==> src/rtl/multdiv_sequencer.sv <==
// Execute-stage sequencer for the shared multicycle multiply/divide engine.
// Launches the engine, stalls the front of the pipe, and hands the result to X/M.
`timescale 1ns/1ps
module multdiv_sequencer #(
    parameter int unsigned TIMEOUT = 64,
    parameter int unsigned CNT_W   = 7
) (
    input  logic        clock,
    input  logic        reset,
    input  logic        valid_x,
    input  logic [4:0]  op_x,
    input  logic [4:0]  aluop_x,
    input  logic        kill,
    input  logic [31:0] operand_a,
    input  logic [31:0] operand_b,
    input  logic        eng_ready,
    input  logic [31:0] eng_result,
    input  logic        eng_exception,
    output logic        eng_start,
    output logic        eng_is_div,
    output logic [31:0] eng_a,
    output logic [31:0] eng_b,
    output logic        eng_abort,
    output logic        stall,
    output logic        result_valid,
    output logic [31:0] result,
    output logic        exception,
    output logic [2:0]  rstatus_code
);

    typedef enum logic [1:0] {IDLE, RUN, DONE} state_t;

    localparam logic [4:0]       OP_RTYPE = 5'b00000;
    localparam logic [4:0]       ALU_MULT = 5'b00110;
    localparam logic [4:0]       ALU_DIV  = 5'b00111;
    localparam logic [CNT_W-1:0] CNT_LAST = CNT_W'(TIMEOUT - 1);

    state_t           state;
    logic [CNT_W-1:0] counter;
    logic             start_cond;
    logic             timeout_hit;

    assign start_cond  = valid_x & (op_x == OP_RTYPE)
                       & ((aluop_x == ALU_MULT) | (aluop_x == ALU_DIV)) & ~kill;
    assign timeout_hit = (counter == CNT_LAST);

    // Pulses are gated by reset so they drop the moment reset asserts,
    // even though start_cond may still be true from a live X instruction.
    always_comb begin
        eng_start    = 1'b0;
        stall        = 1'b0;
        result_valid = 1'b0;
        eng_abort    = 1'b0;
        unique case (state)
            IDLE: begin
                eng_start = start_cond;
                stall     = start_cond;
            end
            RUN: begin
                stall     = ~kill;
                eng_abort = kill | (~eng_ready & timeout_hit);
            end
            DONE: result_valid = ~kill;
            default: ;
        endcase
        if (reset) begin
            eng_start    = 1'b0;
            stall        = 1'b0;
            result_valid = 1'b0;
            eng_abort    = 1'b0;
        end
    end

    always_ff @(posedge clock or posedge reset) begin
        if (reset) begin
            state      <= IDLE;
            counter    <= '0;
            eng_is_div <= 1'b0;
            eng_a      <= '0;
            eng_b      <= '0;
            result     <= '0;
            exception  <= 1'b0;
        end else begin
            unique case (state)
                IDLE: begin
                    if (start_cond) begin
                        eng_a      <= operand_a;
                        eng_b      <= operand_b;
                        eng_is_div <= aluop_x[0];
                        counter    <= '0;
                        state      <= RUN;
                    end
                end
                RUN: begin
                    counter <= counter + 1'b1;
                    // Priority: kill, then engine result, then timeout.
                    if (kill) begin
                        state <= IDLE;
                    end else if (eng_ready) begin
                        result    <= eng_result;
                        exception <= eng_exception;
                        state     <= DONE;
                    end else if (timeout_hit) begin
                        result    <= '0;
                        exception <= 1'b1;
                        state     <= DONE;
                    end
                end
                DONE: state <= IDLE;
                default: state <= IDLE;
            endcase
        end
    end

    assign rstatus_code = exception ? (eng_is_div ? 3'd5 : 3'd4) : 3'd0;

endmodule
==> config.mk <==
export PLATFORM = sky130hd
export DESIGN_NAME = multdiv_sequencer
export DESIGN_NICKNAME = d
export VERILOG_FILES = /design/src/rtl/multdiv_sequencer.sv
export SDC_FILE = /design/constraint.sdc
export NUM_CORES = 1
export LEC_CHECK = 0
export ABC_AREA = 0
export BUFFER_PORTS_ARGS = -buffer_cell sky130_fd_sc_hd__buf_2
export CAP_MARGIN = 10
export CORE_MARGIN = 3
export CORE_UTILIZATION = 49
export DETAILED_ROUTE_END_ITERATION = 16
export HOLD_SLACK_MARGIN = 0.15
export PLACE_DENSITY = 0.9
export SLEW_MARGIN = 25
export SYNTH_ARGS = -nofsm -noshare
export SYNTH_HDL_FRONTEND = slang
export SYNTH_SLANG_ARGS = --single-unit
==> constraint.sdc <==
create_clock -name clock -period 5.5 [get_ports clock]
set_clock_uncertainty 0.15 [all_clocks]
set_input_delay 0.55 -clock clock [delete_from_list [all_inputs] [get_ports clock]]
set_output_delay 0.55 -clock clock [all_outputs]
set_load 0.02 [all_outputs]
==> flow_summary_export.csv <==
group,metric,value,unit
critical_path,path_delay_family,"buffers and inverters",
critical_path,cp-start-kind,"input port",
synthesis,syn_area,4780,sq um
timing,tns,0,ns
place,routabilityCongestion,0.772,
synthesis,yosys-top-cells-count,"dfrtp_1 (107), mux2_4 (64), o21ai_1 (36)",
place,place_ws,2.46,ns
synthesis,synth_nets,456,
synthesis,yosysWarnings,0,
clock_network,cts.sinks,107,
critical_path,cp.arrival,2.06,ns
grt,grt_pass1_vias,3650,
clock_network,cts_root_buf,"clkbuf_8",
synthesis,synth-simple-area-share,4.98,%
grt,grt_antenna_before_repair,0,
timing,worstMarginPinSlew,0.833,ns
die,num_io_pins,217,
outcome,outcome,"completed",
synthesis,synthArstFlopShare,100,%
die,die_y,105,um
clock_network,cts_tree,"done",
die,core,9370,sq um
drt,wirelength,11800,um
clock_network,cts_made_buffers,9,
critical_path,worstPathCellList,"dlygate4sd3_1, buf_2, inv_4, and3_1, buf_2",
clock_network,htreeDepth,3,
place,dp.cells,668,
synthesis,synthAdderAreaFrac,0.262,%
drt,num_vias,3513,
clock_network,clockBufferDepth,2,
synthesis,syn_area_per_cell,13.9,sq um
drt,first_pass_iters,4,
die,row_count,35,
critical_path,critPathSlowestCell,"dlygate4sd3_1",
grt,grt_use_total,21.4,%
critical_path,crit_required,4.80,ns
drt,ant_nets,0,
cells_and_area,fin_cells,685,
cells_and_area,multi_input_area,1730,sq um
synthesis,synth.distinct_cells,39,
clock_network,cts_resized,0,
synthesis,synth_compound_area_share,10.3,%
critical_path,crit_fanout,49,
timing,fin_ws,2.74,ns
grt,grt_pass1_wl,19200,um
power_and_ir_drop,leakage,3.40,nW
synthesis,yosysSeqAreaShare,56.1,%
timing,max_slew_margin,44.5,%
critical_path,critPathMostFrequentCell,"buf_2",
worst_hold_path,worstHoldPathType,"in2reg",
critical_path,slowest_delay,0.53,ns
timing,rsz0062_at_grt,"no",
die,dieArea,11000,sq um
synthesis,synth_ff_type,"dfrtp_1",
cells_and_area,nets,664,
timing,setup_viol,0,
cells_and_area,area_growth,26.3,%
synthesis,yosysMostFrequentCell,"dfrtp_1",
synthesis,synthXorXnorAreaFrac,0.183,%
place,portBuffers,215,
drt,drc,0,
power_and_ir_drop,power.density,240,nW/um^2
timing,max_freq,0.362,GHz
die,start_util,51.0,%
clock_network,clk_pin_slew_worst_paths,0.11,ns
cells_and_area,diodes,0,
drt,wl_per_cell,17.2,um
critical_path,worstSetupPathType,"in2out",
clock_network,clock_latency,0.34,ns
place,dp_hpwl,8840,um
power_and_ir_drop,irDropWorstVdd,0.177,mV
timing,min_period,2.76,ns
drt,drt_iter0_drc,186,
synthesis,synth-edff-count,0,
synthesis,synth.top_cell.area_share,56.1,%
synthesis,synth-seq-cells,107,
timing,hold_viol_final,0,
critical_path,endpoint_kind,"output port",
job,cap_violations,0,
grt,grt.overflow.total,0,
die,die_x,105,um
timing,finalMaxSlewViolations,0,
synthesis,syn_inst,343,
cells_and_area,num-fill-cells,737,
cells_and_area,seqCellArea,2680,sq um
synthesis,synth_mux_area_share,20.4,%
grt,grt_start_max_net_pins,62,
drt,via_per_inst,5.13,
cells_and_area,drive_above_1_share,54.5,%
timing,period_share,50.3,%
synthesis,synthTopCellsByArea,"dfrtp_1 (56%), mux2_4 (20%), a22oi_1 (5.0%), o21ai_1 (3.8%), buf_12 (2.9%)",
critical_path,cp_num_buf_inv,4,
synthesis,synth_top_family_by_area,"multiplexers",
synthesis,synth_area_leader_cell,"dfrtp_1",
-- final cells by class --
| cell class | count | share of cell area [%] |
|---|---|---|
| clock buffer | 10 | 2.12 |
| tap | 129 | 2.68 |
| sequential | 107 | 44.4 |
| clock inverter | 6 | 1.60 |
| timing repair buffer | 219 | 18.4 |
| multi-input combinational | 181 | 28.7 |
| inverter | 33 | 2.10 |
-- cell families after synthesis --
family | count (synthesis)
other cells | 1
mux | 65
xor+xnor | 1
compound gates | 77
flops | 107
simple gates | 36
fa+ha+maj | 1
buf+inv | 55
-- power breakdown --
part           internal [W]  switching, W
sequential         0.000796    0.00000735
combinational     0.0000488     0.0000565
clock              0.000263      0.000275
total               0.00111      0.000339
-- stage by stage --
step	util [%]	hold WS [ns]	instance area, sq um	power, W
2_1_floorplan	-	0.359	4780	0.000863
3_3_place_gp	61.8	0.318	5800	0.000919
3_5_place_dp	61.8	0.340	5800	0.000924
4_1_cts	64.3	0.257	6030	0.00146
5_1_grt	64.3	0.248	6030	0.00150
6_report	64.3	0.271	6030	0.00145
-- what timing repair did --
action                                 in CTS  in global routing
endpoints found under the hold margin      37                  0
hold buffers                                1                  0
buffers inserted                            0                  0
-- layout by cell type, fill, tap and decap left out, types with 3 or more instances in the layout --
| master | synthesis | routed |
|---|---|---|
| nand2_1 | 6 | 6 |
| nand2b_1 | 4 | 4 |
| buf_4 | 2 | 3 |
| clkbuf_8 | 0 | 9 |
| a22oi_1 | 32 | 32 |
| dfrtp_1 | 107 | 107 |
| inv_1 | 33 | 32 |
| mux2_4 | 64 | 64 |
| nor2_1 | 3 | 3 |
| buf_2 | 7 | 215 |
| o21ai_1 | 36 | 36 |
| nand3_1 | 4 | 4 |
| o211ai_1 | 3 | 3 |
-- final timing paths --
kind	start	cells past startpoint	to	slack (ns)
setup / recovery	reset	5	result_valid	2.74
hold / removal	operand_a[13]	2	eng_a[13]	0.27
setup reg to reg	state[1]	4	eng_a[16]	2.76
hold reg to reg	eng_b[15]	1	eng_b[15]	0.36
max in group asynchronous	reset	4	eng_b[29]	3.33
min in group asynchronous	reset	3	result[2]	0.68
-- flip-flops by register name (all words and copies together) (netlist names) --
register	count
eng_a	32
eng_b	32
result	32
counter	7
state	2
eng_is_div	1
exception	1
-- metal layers --
layer,part of all wire (%),global-route usage [%]
met4,0.73,4.40
met5,0,0
met2,51,37.4
met3,7.5,5.74
met1,41,26.7
No activity file was read; power rests on OpenSTA's default activity.
